==> src/rtl/cyclic_encoder_pkg.sv <==
// Shared definitions for the cyclic codec (encoder now, decoder later).
// Package name is cyclic_codec_pkg so the future decoder can import the same
// state type and default code parameters.
package cyclic_codec_pkg;

  typedef enum logic [1:0] {
    IDLE = 2'd0,
    MSG  = 2'd1,
    PAR  = 2'd2
  } cyc_state_e;

  localparam int unsigned CYC_N = 7;
  localparam int unsigned CYC_K = 4;
  localparam logic [3:0]  CYC_GEN = 4'b1011;

  function automatic int unsigned cyc_max(input int unsigned a, input int unsigned b);
    return (a > b) ? a : b;
  endfunction

endpackage

==> src/rtl/cyclic_encoder_poly_div_lfsr.sv <==
// Polynomial-division LFSR: remainder of the serial input stream modulo POLY.
// fb_en=1 divides (message phase); fb_en=0 is a plain left shift with zero
// fill, used to shift the finished remainder out MSB first.
module poly_div_lfsr #(
  parameter int unsigned  DEG  = 3,
  parameter logic [DEG:0] POLY = 4'b1011
) (
  input  logic           clk,
  input  logic           rst_n,
  input  logic           clr,
  input  logic           shift,
  input  logic           din,
  input  logic           fb_en,
  output logic [DEG-1:0] rem
);

  logic [DEG-1:0] rem_q;
  logic [DEG-1:0] rem_d;
  logic           fb;

  // Next remainder: clear wins over shift; feedback taps are POLY without x^DEG.
  always_comb begin
    fb    = fb_en & (din ^ rem_q[DEG-1]);
    rem_d = rem_q;
    if (clr) begin
      rem_d = '0;
    end else if (shift) begin
      rem_d = (rem_q << 1) ^ (fb ? POLY[DEG-1:0] : '0);
    end
  end

  // Remainder register.
  always_ff @(posedge clk) begin
    if (!rst_n) begin
      rem_q <= '0;
    end else begin
      rem_q <= rem_d;
    end
  end

  assign rem = rem_q;

endmodule

==> src/rtl/cyclic_encoder.sv <==
// Serial systematic (N,K) cyclic-code encoder. Accepts K message bits under
// valid/ready, passes them through, then emits N-K parity bits back to back.
// Optional feature macro: CYCENC_FRAME_CNT_EN adds the frame_cnt port.
module cyclic_encoder
  import cyclic_codec_pkg::*;
#(
  parameter int unsigned  N        = CYC_N,
  parameter int unsigned  K        = CYC_K,
  parameter logic [N-K:0] GEN_POLY = CYC_GEN
) (
  input  logic        clk,
  input  logic        rst_n,
  input  logic        in_valid,
  output logic        in_ready,
  input  logic        data_in,
  output logic        out_valid,
  output logic        data_out,
  output logic        out_last
`ifdef CYCENC_FRAME_CNT_EN
  ,
  output logic [15:0] frame_cnt
`endif
);

  localparam int unsigned DEG   = N - K;
  localparam int unsigned CNT_W = $clog2(cyc_max(K, DEG) + 1);
  localparam logic [CNT_W-1:0] K_LAST = CNT_W'(K - 1);
  localparam logic [CNT_W-1:0] P_LAST = CNT_W'(DEG - 1);

  if (K == 0 || K >= N) begin : g_bad_k
    $error("cyclic_encoder: K must satisfy 1 <= K < N");
  end
  if (GEN_POLY[DEG] != 1'b1 || GEN_POLY[0] != 1'b1) begin : g_bad_poly
    $error("cyclic_encoder: GEN_POLY must have x^(N-K) and x^0 coefficients set");
  end

  cyc_state_e       state_q, state_d;
  logic [CNT_W-1:0] cnt_q, cnt_d;
  logic             out_valid_q, out_valid_d;
  logic             data_out_q, data_out_d;
  logic             out_last_q, out_last_d;
  logic             lfsr_clr, lfsr_shift, lfsr_fb_en;
  logic [DEG-1:0]   rem;
  logic             accept;
  logic             unused_rem;

  assign in_ready   = (state_q != PAR);
  assign accept     = in_valid && in_ready;
  assign unused_rem = ^rem;

  poly_div_lfsr #(
    .DEG  (DEG),
    .POLY (GEN_POLY)
  ) u_lfsr (
    .clk   (clk),
    .rst_n (rst_n),
    .clr   (lfsr_clr),
    .shift (lfsr_shift),
    .din   (data_in),
    .fb_en (lfsr_fb_en),
    .rem   (rem)
  );

  // Phase sequencing and next values of the registered serial outputs.
  always_comb begin
    state_d     = state_q;
    cnt_d       = cnt_q;
    out_valid_d = 1'b0;
    data_out_d  = 1'b0;
    out_last_d  = 1'b0;
    lfsr_clr    = 1'b0;
    lfsr_shift  = 1'b0;
    lfsr_fb_en  = 1'b1;
    unique case (state_q)
      IDLE: begin
        if (accept) begin
          lfsr_shift  = 1'b1;
          out_valid_d = 1'b1;
          data_out_d  = data_in;
          if (K == 1) begin
            state_d = PAR;
            cnt_d   = '0;
          end else begin
            state_d = MSG;
            cnt_d   = CNT_W'(1);
          end
        end
      end
      MSG: begin
        if (accept) begin
          lfsr_shift  = 1'b1;
          out_valid_d = 1'b1;
          data_out_d  = data_in;
          if (cnt_q == K_LAST) begin
            state_d = PAR;
            cnt_d   = '0;
          end else begin
            cnt_d = cnt_q + CNT_W'(1);
          end
        end
      end
      PAR: begin
        lfsr_fb_en  = 1'b0;
        lfsr_shift  = 1'b1;
        out_valid_d = 1'b1;
        data_out_d  = rem[DEG-1];
        if (cnt_q == P_LAST) begin
          out_last_d = 1'b1;
          lfsr_clr   = 1'b1;
          state_d    = IDLE;
          cnt_d      = '0;
        end else begin
          cnt_d = cnt_q + CNT_W'(1);
        end
      end
      default: begin
        state_d  = IDLE;
        cnt_d    = '0;
        lfsr_clr = 1'b1;
      end
    endcase
  end

  // FSM state, bit counter and registered outputs.
  always_ff @(posedge clk) begin
    if (!rst_n) begin
      state_q     <= IDLE;
      cnt_q       <= '0;
      out_valid_q <= 1'b0;
      data_out_q  <= 1'b0;
      out_last_q  <= 1'b0;
    end else begin
      state_q     <= state_d;
      cnt_q       <= cnt_d;
      out_valid_q <= out_valid_d;
      data_out_q  <= data_out_d;
      out_last_q  <= out_last_d;
    end
  end

  assign out_valid = out_valid_q;
  assign data_out  = data_out_q;
  assign out_last  = out_last_q;

`ifdef CYCENC_FRAME_CNT_EN
  logic [15:0] frame_cnt_q, frame_cnt_d;

  // Completed-codeword count, advanced on the edge that issues out_last.
  always_comb begin
    frame_cnt_d = frame_cnt_q;
    if (out_last_d) begin
      frame_cnt_d = frame_cnt_q + 16'd1;
    end
  end

  // Frame counter register (wraps naturally).
  always_ff @(posedge clk) begin
    if (!rst_n) begin
      frame_cnt_q <= '0;
    end else begin
      frame_cnt_q <= frame_cnt_d;
    end
  end

  assign frame_cnt = frame_cnt_q;
`endif

endmodule

==> config.mk <==
export PLATFORM = sky130hd
export DESIGN_NAME = cyclic_encoder
export DESIGN_NICKNAME = d
export VERILOG_FILES = /design/src/rtl/cyclic_encoder_pkg.sv /design/src/rtl/cyclic_encoder_poly_div_lfsr.sv /design/src/rtl/cyclic_encoder.sv
export SDC_FILE = /design/constraint.sdc
export NUM_CORES = 1
export LEC_CHECK = 0
export CORE_AREA = 2 2 39 41
export DETAILED_ROUTE_END_ITERATION = 10
export DIE_AREA = 0 0 41 43
export DONT_BUFFER_PORTS = 1
export PLACE_DENSITY = 0.61
export SLEW_MARGIN = 10
export SYNTH_ARGS = -nofsm -noshare
export SYNTH_HDL_FRONTEND = slang
export SYNTH_SLANG_ARGS = --single-unit
==> constraint.sdc <==
create_clock -name clk -period 1.81 [get_ports clk]
set_input_delay 0.362 -clock clk [delete_from_list [all_inputs] [get_ports clk]]
set_output_delay 0.362 -clock clk [all_outputs]
set_load 0.02 [all_outputs]
==> results.md <==
- The internal portion of total power is 0.000359 W.
- The number of endpoints failing setup at the final stage is 0.
- 0 antenna diodes ended up in the layout.
- Averaged over all synthesized cells, the footprint is slightly below 9 µm².
- The number of vias per cell after detailed routing is 5.54.
- The clock edge transition at the registers on the reported setup and hold paths is 70 ps.
- The most area-hungry cell type in the Yosys netlist is sky130_fd_sc_hd__dfxtp_1.
- The routability-driven placement congestion ratio is 0.782.
- For this design the ratio of total power to cell area is around 780 nW/µm².
- The flow ran to the end, and the final reports show no timing, DRC or antenna violations.
- In this run, synthesis produced a sequential element count of 11.
- The portion of total power attributed to sequential cells is 56.5%.
- The tree is rooted in a sky130_fd_sc_hd__clkbuf_4.
- The largest voltage drop on the vdd net is 0.000398 V.
- The share of the Yosys chip area taken by registers is 37.8%.
- For this design the static power due to leakage is ~0.23 nW.
- The area occupied by registers is 220 µm².
- The actual transition at the worst max-transition pin is 366 ps.
- The die covers 1760 µm².
- The number of nets in the synthesized netlist is 75.
- In this run, the number of DRC markers left after iteration 0 of detailed routing was 10.
- The number of nets in the final layout is 78.
- Combinational logic is responsible for 8.2% of the overall power.
- The vias after detailed routing is 471.
- The height of the die is 43 µm.
- The via count of the first global-routing pass is 428.
- CTS saw 11 sinks.
- Synthesis handed over a netlist of 67 instances.
- Of all nets on the critical path, the largest fanout is 6.
- The fraction of synthesized cell area taken by the top area cell type is 37.8%.
- Based on the critical path, the design can be clocked at up to around 670 MHz.
- For the finished layout, the period the worst path requires is between 1000 and 1500 ps.
- The number of antenna violations at the first check in global routing came to 0.
- In the final timing run, aggregate negative setup slack is 0 ps.
- The total number of placement rows is 14.
- The count of pins over their slew limit is 0.
- The number of inserted filler cells in the final layout is 141.
- The area of the multi-input gates is 308 µm².
- The core region is 1380 µm².
- After detailed routing, the number of remaining DRC violations is 0.
- The path class of the lowest-slack min-delay path is in2reg.
- The category of the most critical setup path is reg2out.
- For the final database, setup skew stands at between 1.5 and 2 ps.
- Per report_power, the clock group accounts for a little over a third of the total.
- The relative max-transition margin is 74.9%.
- The initial utilization of the core area, before any placement, comes to 42.0%.
- By area the synthesized netlist is led by sky130_fd_sc_hd__dfxtp_1, sky130_fd_sc_hd__ha_1, sky130_fd_sc_hd__a21oi_1, sky130_fd_sc_hd__nand2b_1, sky130_fd_sc_hd__inv_1.
- The synthesized netlist contains 31 unique library cells.
- The completed layout was analyzed and its total power is 0.000475 W.
- The signal arrival time at the worst endpoint is 1130 ps.
- The count of warnings emitted by yosys is 0.
- Global routing consumed, over all layers together, 15.9% of the routing resources.
- No sink is reached through more buffers than the 2 on the longest clock path.
- For this run, the leading register cell type out of synthesis is sky130_fd_sc_hd__dfxtp_1.
- The count of nets left with antenna violations once routing finished came out at 0.
- The routed wirelength normalized by instance count is 13.0 µm.
- In the synthesized netlist the async set-or-reset flop fraction comes to 0%.
- Setup repair after global routing left no endpoint under its margin.
- Of the available clock period, the critical path in the final layout requires 82.2%.
- The top-level port count is 8.
- CTS built an H-tree with a depth of 1.
- The synthesized cell area is roughly 580 µm².
- The area growth from synthesis to layout is 5.16%.
- In the synthesized netlist, the cells that appear most often are sky130_fd_sc_hd__dfxtp_1, sky130_fd_sc_hd__inv_1, sky130_fd_sc_hd__a21oi_1.
- During placement, the flow inserted port buffers numbering 0.
- The first global-routing pass estimated 1850 µm of wire.
- The die is 41 µm wide.
- The switching fraction of total power is 24.5%.
- TritonCTS built the clock tree.
- The type of origin of the critical path is a flip-flop.
- The number of optimization iterations in the first detailed-route pass is 4.
- Across the run, the number of max-cap violations was 0.
- The final HPWL from detailed placement is 818 µm.
- The required arrival time at the worst endpoint is 1450 ps.
- Entering global routing, the biggest net connects 13 pins.
- Wires add up to between 1000 and 1500 µm.
- The analysis attributes to net switching a power of about 0.00012 W.
- STA classifies the critical path endpoint as an output port.
- The number of setup buffers added after CTS is 0.
- The fraction of layout cells with a size suffix above 1 is 10.1%.
- Yosys mapped a number of flops with a built-in enable equal to 0.
- For this design, the CTS-stage hold fixing added 0 buffers.
- The most repeated cell in the gate-level netlist after synthesis is sky130_fd_sc_hd__dfxtp_1.
- The total count of hold-check failures in the final report is 0.
- Clock tree synthesis inserted a total of 3 buffers.
- Once the clock tree was built, the resizer swapped 0 gates to a different size.
- Clock latency on the worst-skew pair, taken at its later pin, is 270 ps.
- The total overflow left after global routing is 0.
[critical path, stage by stage (launching register included)]
cell	delay [ps]
sky130_fd_sc_hd__dfxtp_1	410
sky130_fd_sc_hd__nor2b_2	310
sky130_fd_sc_hd__inv_2	130
[metrics by stage]
step                      setup slack, ps  std cells  hold WS (ps)  utilization (%)  instance area (µm²)
after floorplan                       443         67           464                -                  582
after global placement                404         81           482             42.3                  586
after detailed placement              364         81           491             42.3                  586
after CTS                             322         85           209             44.2                  612
after global routing                  235         85           199             44.2                  612
final                                 323         85           210             44.2                  612
[path summary, 6_finish.rpt]
| check | startpoint | endpoint | slack (ps) | cells after the start |
|---|---|---|---|---|
| min | rst_n | cnt_q[2]$_SDFFE_PN0P_ | 210 | 1 |
| max reg2reg | cnt_q[0]$_SDFFE_PN0P_ | cnt_q[0]$_SDFFE_PN0P_ | 350 | 5 |
| min reg2reg | cnt_q[1]$_SDFFE_PN0P_ | cnt_q[1]$_SDFFE_PN0P_ | 490 | 2 |
| max | state_q[1]$_SDFFE_PN0P_ | in_ready | 320 | 2 |
[routing by layer]
layer	up-vias	global-route usage, %	wire (µm)
li1	241	-	-
met1	212	21.8	532
met2	16	20.3	471
met3	2	8.90	96
met4	0	6.00	8
met5	-	0	0
[cells by family after synthesis]
family                     synth area share (%)
and+or+nand+nor                            21.9
AOI/OAI and AO/OA                          20.9
buffers and inverters                      9.25
DFF                                        37.8
adders and majority gates                  8.60
xor gates and xnor gates                   1.51
[power groups by stage]
stage	sequential, W	clock (W)	combinational, W
floorplan	0.000268	0	0.0000420
global placement	0.000273	0	0.0000383
detailed placement	0.000273	0	0.0000386
CTS	0.000268	0.000172	0.0000390
global route	0.000271	0.000183	0.0000440
finish	0.000268	0.000168	0.0000388
[final cells by class]
type                    instances  area share, %
clock buffers                   4           4.29
flip-flops and latches         11           36.0
repair buffers                  1           1.23
multi-input cells              45           50.3
inverters                       8           4.91
well taps                      16           3.27
[state kept, by name, indices dropped and copies added, names as in the netlist]
| name | count |
|---|---|
| data_out | 1 |
| state_q | 2 |
| out_last | 1 |
| cnt_q | 3 |
| out_valid | 1 |
| u_lfsr.rem | 3 |
[layout by cell type (no fill, tap or decap), types with 2 or more instances in the layout]
master,count
sky130_fd_sc_hd__nor2b_1,2
sky130_fd_sc_hd__inv_1,6
sky130_fd_sc_hd__nand3_1,4
sky130_fd_sc_hd__o21ai_1,2
sky130_fd_sc_hd__o211ai_1,2
sky130_fd_sc_hd__a21oi_1,5
sky130_fd_sc_hd__nor4_1,2
sky130_fd_sc_hd__clkbuf_4,3
sky130_fd_sc_hd__nor2_1,4
sky130_fd_sc_hd__dfxtp_1,11
sky130_fd_sc_hd__inv_2,2
sky130_fd_sc_hd__nand2b_1,4
sky130_fd_sc_hd__ha_1,4
(Power assumes the default switching activity.)
